File: src/rtl/mult_sched.sv
// Two-channel round-robin scheduler around a 6x6 shift-add multiplier (one partial product per clock).
// Optional build macro MULT_EARLY_EXIT_EN: leave RUN once no set multiplier bits remain above the current step.
module mult_sched (
    input  logic        clk,
    input  logic        reset_n,
    input  logic [1:0]  req,
    input  logic [5:0]  a0,
    input  logic [5:0]  b0,
    input  logic [5:0]  a1,
    input  logic [5:0]  b1,
    output logic [1:0]  gnt,
    output logic [1:0]  done,
    output logic [11:0] product,
    output logic        busy
);

    typedef enum logic [1:0] {
        IDLE = 2'd0,
        RUN  = 2'd1,
        DONE = 2'd2
    } state_t;

    state_t      state_q, state_d;
    logic [5:0]  a_q, a_d;
    logic [5:0]  b_q, b_d;
    logic [11:0] acc_q, acc_d;
    logic [2:0]  cnt_q, cnt_d;
    logic        owner_q, owner_d;
    logic        last_q, last_d;
    logic [1:0]  gnt_q, gnt_d;
    logic [1:0]  done_q, done_d;
    logic [11:0] product_q, product_d;

    logic        sel;
    logic [7:0]  a_ext;
    logic [11:0] addend;
    logic [5:0]  remaining;

    // Simultaneous requests go to the channel that was not served last.
    assign sel       = (req == 2'b11) ? ~last_q : req[1];
    assign a_ext     = {2'b00, a_q};
    assign addend    = a_ext[cnt_q] ? ({6'b0, b_q} << cnt_q) : 12'd0;
    assign remaining = a_q >> (cnt_q + 3'd1);

    always_comb begin
        state_d   = state_q;
        a_d       = a_q;
        b_d       = b_q;
        acc_d     = acc_q;
        cnt_d     = cnt_q;
        owner_d   = owner_q;
        last_d    = last_q;
        gnt_d     = 2'b00;
        done_d    = 2'b00;
        product_d = product_q;

        case (state_q)
            IDLE: begin
                if (req != 2'b00) begin
                    owner_d = sel;
                    a_d     = sel ? a1 : a0;
                    b_d     = sel ? b1 : b0;
                    acc_d   = 12'd0;
                    cnt_d   = 3'd0;
                    gnt_d   = sel ? 2'b10 : 2'b01;
                    state_d = RUN;
                end
            end
            RUN: begin
                acc_d = acc_q + addend;
                cnt_d = cnt_q + 3'd1;
`ifdef MULT_EARLY_EXIT_EN
                if (remaining == 6'd0) begin
                    state_d = DONE;
                end
`else
                if (cnt_q == 3'd5) begin
                    state_d = DONE;
                end
`endif
            end
            DONE: begin
                product_d = acc_q;
                done_d    = owner_q ? 2'b10 : 2'b01;
                last_d    = owner_q;
                state_d   = IDLE;
            end
            default: begin
                state_d = IDLE;
            end
        endcase
    end

    always_ff @(posedge clk or negedge reset_n) begin
        if (!reset_n) begin
            state_q   <= IDLE;
            a_q       <= 6'd0;
            b_q       <= 6'd0;
            acc_q     <= 12'd0;
            cnt_q     <= 3'd0;
            owner_q   <= 1'b0;
            last_q    <= 1'b1;
            gnt_q     <= 2'b00;
            done_q    <= 2'b00;
            product_q <= 12'd0;
        end else begin
            state_q   <= state_d;
            a_q       <= a_d;
            b_q       <= b_d;
            acc_q     <= acc_d;
            cnt_q     <= cnt_d;
            owner_q   <= owner_d;
            last_q    <= last_d;
            gnt_q     <= gnt_d;
            done_q    <= done_d;
            product_q <= product_d;
        end
    end

    assign gnt     = gnt_q;
    assign done    = done_q;
    assign product = product_q;
    assign busy    = (state_q != IDLE);

endmodule

File: config.mk
export PLATFORM = sky130hd
export DESIGN_NAME = mult_sched
export DESIGN_NICKNAME = d
export VERILOG_FILES = /design/src/rtl/mult_sched.sv
export SDC_FILE = /design/constraint.sdc
export NUM_CORES = 1
export LEC_CHECK = 0
export ABC_AREA = 1
export BUFFER_PORTS_ARGS = -buffer_cell sky130_fd_sc_hd__buf_2
export CAP_MARGIN = 25
export CELL_PAD_IN_SITES_DETAIL_PLACEMENT = 1
export CELL_PAD_IN_SITES_GLOBAL_PLACEMENT = 2
export CORE_ASPECT_RATIO = 2
export CORE_MARGIN = 2
export CORE_UTILIZATION = 32
export CTS_CLUSTER_DIAMETER = 150
export DETAILED_ROUTE_END_ITERATION = 10
export PLACE_DENSITY = 0.87
export SLEW_MARGIN = 20
export SYNTH_ARGS = -nofsm -noshare
export SYNTH_HDL_FRONTEND = slang
export SYNTH_SLANG_ARGS = --single-unit
File: constraint.sdc
create_clock -name clk -period 2.81 [get_ports clk]
set_input_delay 0.4215 -clock clk [delete_from_list [all_inputs] [get_ports clk]]
set_output_delay 0.4215 -clock clk [all_outputs]
set_load 0.1 [all_outputs]
======== Yosys cells after proc, flatten, opt, wreduce, memory -nomap -nowiden ========
Cells that the tools add are included.
word-level totals
  output and inout port bits .............. 17
  flip-flop bits (word level) ............. 47
  bits of input ports ..................... 28
  logic and storage cells ................. 46
cells by class
  shift operators ......................... 1
  equality and inequality tests ........... 6
  bitwise gates (word level) .............. 1
  order comparisons ....................... 1
  reduce and logical (&&, ||, !) cells .... 7
  add/subtract/negate cells ............... 2
  multiplexer cells ....................... 18
operator list
  cell                 count
  $mux 12              2
  $pmux 12 s2          1
  $mux 2               7
  $add 12x12->12       1
  $mux 6               2
  $shl 6x3->12         1
  $pmux 3 s2           1
  $reduce_and 2->1     3
  $reduce_bool 2->1    3
  $eq 2x2->1 const B   2
  $lt 3x4->1 const B   1
  $ne 2x2->1 const B   2
  $pmux 2 s2           1
  $add 3x1->3 const B  1
  $bmux 1 s3           1
  $eq 3x3->1 const B   1
  $mux 3               1
  $eq 2x1->1 const B   1
  $logic_not 2->1      1
  $mux 1               2
  $not 1->1            1

======== Longest topological paths before layout ========
  word-level depth ........................ 5
  depth in mapped cells ................... 19

======== Worst setup path before layout ========
No wires, ideal clock.
  path type ............................... reg-to-reg
  from .................................... register cnt_q[0]
  to ...................................... register acc_q[6]
  buffers on the path ..................... 1
  required time ........................... 2,693 ps
  arrival ................................. 2,147 ps
  library setup time ...................... 117 ps
  path slack .............................. 545 ps
  stages on the path, launching flop included .. 16
  clock period less this slack ............ 2,265 ps
  cells stage by stage .................... dfrtp_1 -> buf_6 -> nor2_2 -> nor2_2 -> a21oi_4 -> nor2_1 -> ha_1 -> fa_1 -> nand2_1 -> inv_1 -> nand2_1 -> nand3_1 -> nand2_1 -> nand3b_1 -> nand3_1 -> nand2_1
between the ends
  word-level cells in the longest chain between the ends .. 5
  elaborated cells between the ends (all ways) .. 6
  those cells by class .................... 1 x add/sub; 1 x shift; 4 x mux
ends and longest elaborated chain
  what                          line  source
  start, declared               27    logic [2:0] cnt_q, cnt_d;
  start signal, assigned        111   cnt_q <= cnt_d;
  $bmux 1 s3                    42    assign addend = a_ext[cnt_q] ? ({6'b0, b_q} << cnt_q) : 12'd0;
  $mux 1 (implied by the code)  42
  $mux 12 *                     42
  $add 12x12->12 *              70    acc_d = acc_q + addend;
  $pmux 12 s2 *                 57    case (state_q)
  end signal, assigned          99    acc_q <= 12'd0;
  end signal, assigned          110   acc_q <= acc_d;
  end, declared                 26    logic [11:0] acc_q, acc_d;
Mark *: on every way between the ends. The rest lies on a longest branch, timed or not. The select of a mux whose other input is x is not followed.
A chain may end at the register's enable or synchronous reset.

======== Worst setup path after layout ========
Ends and elaborated chain as after synthesis.

==> results.sh <==
export IMPL_avgSynthCellArea_um2=7.43
export IMPL_drt_wl_total_um=8300
export IMPL_clkTransAtPathRegs_ps=70
export IMPL_drt_vias_per_instance=4.97
export IMPL_maxCapViolations=0
export IMPL_yosysTopAreaCell="dfrtp_1"
export IMPL_cts_buffers=5
export IMPL_drtIter0Drc=79
export IMPL_ff2ff_path_depth=16
export IMPL_powerDensity_mw_per_mm2=1290
export IMPL_io_buffers=44
export IMPL_peakVddDrop_mv=0.421
export IMPL_synthTopCellsByArea="dfrtp_1 (41%), nand2_1 (18%), ha_1 (5.8%)"
export IMPL_die_w_um=70.2
export IMPL_status="complete, no violations"
export IMPL_slowest_stage="dfrtp_2"
export IMPL_fmax_mhz=374
export IMPL_cts_hold_buf=0
export IMPL_htree_num_levels=2
export IMPL_root_buffer="clkbuf_16"
export IMPL_crit_arrival_ps=2850
export IMPL_num_vias=2608
export IMPL_wire_per_inst_um=15.8
export IMPL_gr_usage_all_layers_pct=18.3
export IMPL_die_h_um=136
export IMPL_area_delta_synth_final_pct=18.5
export IMPL_fin_cells=525
export IMPL_clock_path_buffers=2
export IMPL_yosysTopAreaCellShare_pct=41.1
export IMPL_layout_common_cells="nand2_1 (136), dfrtp_1 (45), buf_2 (44)"
export IMPL_ant_nets=0
export IMPL_grt_pass1_vias=2839
export IMPL_layout_commonest_cell="nand2_1"
export IMPL_hold_violations=0
export IMPL_end_kind="flip-flop"
export IMPL_worstMarginPinSlew_ps=764
export IMPL_crit_chain="nor2_1, nor2_1, o21ai_1, nand2_1, a21oi_4, nor2_1, ha_2, fa_2, nand2_1, inv_1, nand2_1, nand3_2, nand2_1, nand3b_1, nand3_1, nand2_1"
export IMPL_fin_nets=466
export IMPL_clock_sinks=47
export IMPL_final_cell_area_mm2=0.00332
export IMPL_antenna_found_initial=0
export IMPL_first_pass_iters=4
export IMPL_tritoncts="done"
export IMPL_crit_top_cell="nand2_1"
export IMPL_drc=0
export IMPL_seq_area_frac_synth_pct=42.0
export IMPL_synth_nets=419
export IMPL_leakagePower_nw=1.81
export IMPL_r2r_end="acc_q[6]"
export IMPL_worst_ep_required_time_ps=2990
export IMPL_yosys_warnings=0
export IMPL_rrSetupSlack_ps=140
export IMPL_cp_slowest_stage_delay_ps=460
export IMPL_coreArea_mm2=0.00859
export IMPL_setup_viol=0
export IMPL_diodes=0
export IMPL_cp_start_kind="flip-flop"
export IMPL_crit_type="flip-flop to flip-flop"
export IMPL_fillCellCount=1100
export IMPL_final_max_slew_viol_count=0
export IMPL_hpwl_um=6760
export IMPL_fin_skew_ps=5.62
export IMPL_place_congestion=0.878
export IMPL_rr_startpoint="cnt_q[0]"
export IMPL_final_layout_size_suffix_gt1_share_pct=20.7
export IMPL_whs_ps=65.8
export IMPL_postPlaceCellArea_mm2=0.00313
export IMPL_io_pin_count=45
export IMPL_synth_cells=377
export IMPL_die_area_mm2=0.00956
export IMPL_floorplan_initialDensity_pct=32.6
export IMPL_grt_pass1_wl_um=13500
export IMPL_fin_crit_sh_pct=95.2
export IMPL_synthDistinctLibCells=31
export IMPL_synthesis_area_mm2=0.00280
export IMPL_relSlewSlack_pct=48.9
export IMPL_overflow=0
export IMPL_fin_util_pct=38.7
export IMPL_ys_ff_latch=47
export IMPL_dp_cells=515
export IMPL_total_power_mw=4.28
export IMPL_hold_path_class="primary input to async pin"
export IMPL_cp_max_fo=8
export IMPL_fp_row_count=48
export IMPL_fin_crit_ps=2670
export IMPL_clock_latency_ps=290
export IMPL_grt_max_degree=31
## what timing repair did
item	4_1_cts	5_1_grt
endpoints found under the setup margin	3	4
setup buffers	1	1
resized for setup	4	5
pin swaps	1	0
## Yosys cell counts, drive strengths merged
master / count
or2: 1
a21oi: 5
mux2: 5
nand3: 28
nand3b: 3
o211ai: 4
o21ai: 34
inv: 49
clkbuf: 3
o22ai: 5
fa: 1
buf: 7
nor3: 4
ha: 13
nor2: 25
dfstp: 1
xnor2: 2
dfrtp: 46
nand4: 2
a31oi: 1
nand2: 138
## worst max path at each step
stage | start | to | slack [ps] | cells past startpoint
detailed placement | cnt_q[0] | acc_q[6] | -200 | 15
global placement | cnt_q[0] | acc_q[6] | -100 | 15
global route | cnt_q[0] | acc_q[6] | -40 | 16
floorplan | cnt_q[0] | acc_q[6] | 550 | 15
finish | cnt_q[0] | acc_q[6] | 140 | 16
CTS | cnt_q[0] | acc_q[6] | 30 | 15
## stage by stage
stage	setup slack [ps]	TNS (ps)
2_1_floorplan	545	0
3_3_place_gp	-104	-147
3_5_place_dp	-204	-396
4_1_cts	27.8	0
5_1_grt	-41.3	-41.3
6_report	136	0
## cell families after synthesis
kind of cell / after synthesis / synth area share (%)
compound gates: 49 / 10.3
xor+xnor: 2 / 0.625
fa+ha+maj: 14 / 6.52
buf+inv: 59 / 8.62
flops: 47 / 42.0
mux: 5 / 2.01
simple gates: 201 / 29.9
## power by group
group / leakage (nW) / total [mW] / switching, mW / internal, mW
clock network: 0.0746 / 0.607 / 0.272 / 0.335
registers: 0.603 / 1.17 / 0.215 / 0.951
logic: 1.13 / 2.51 / 1.80 / 0.711
total: 1.81 / 4.28 / 2.29 / 2.00
## state kept, by name (all words and copies together), names as in the netlist, 2 cells and up
register,flops
done,2
gnt,2
acc_q,12
b_q,6
product,12
a_q,6
state_q,2
cnt_q,3
## cell type report
class | instances | area (um^2) | area share, %
Multi-Input combinational cell | 271 | 1410 | 42.4
Tap cell | 100 | 125 | 3.77
Inverter | 49 | 186 | 5.62
Clock inverter | 3 | 22.5 | 0.678
Timing Repair Buffer | 50 | 275 | 8.29
Sequential cell | 47 | 1180 | 35.5
Clock buffer | 5 | 125 | 3.77
## worst max-delay path, delay by kind of cell, from the launching register on
kind,cells,cell delay [ps]
adder cells (fa/ha/maj),2,650
flip-flops,1,460
AND/OR/NAND/NOR,11,1100
AO/OA/AOI/OAI,2,280
buffers and inverters,1,60
## layer usage
metal | global-route usage (%) | share of wire, % | up-vias
li1 | - | - | 1286
met5 | 0 | 0 | -
met1 | 15.9 | 33 | 1276
met4 | 10.0 | 3.1 | 0
met2 | 38.4 | 62 | 34
met3 | 2.22 | 1.7 | 12
Note: power is estimated with default switching activity, not from simulation.
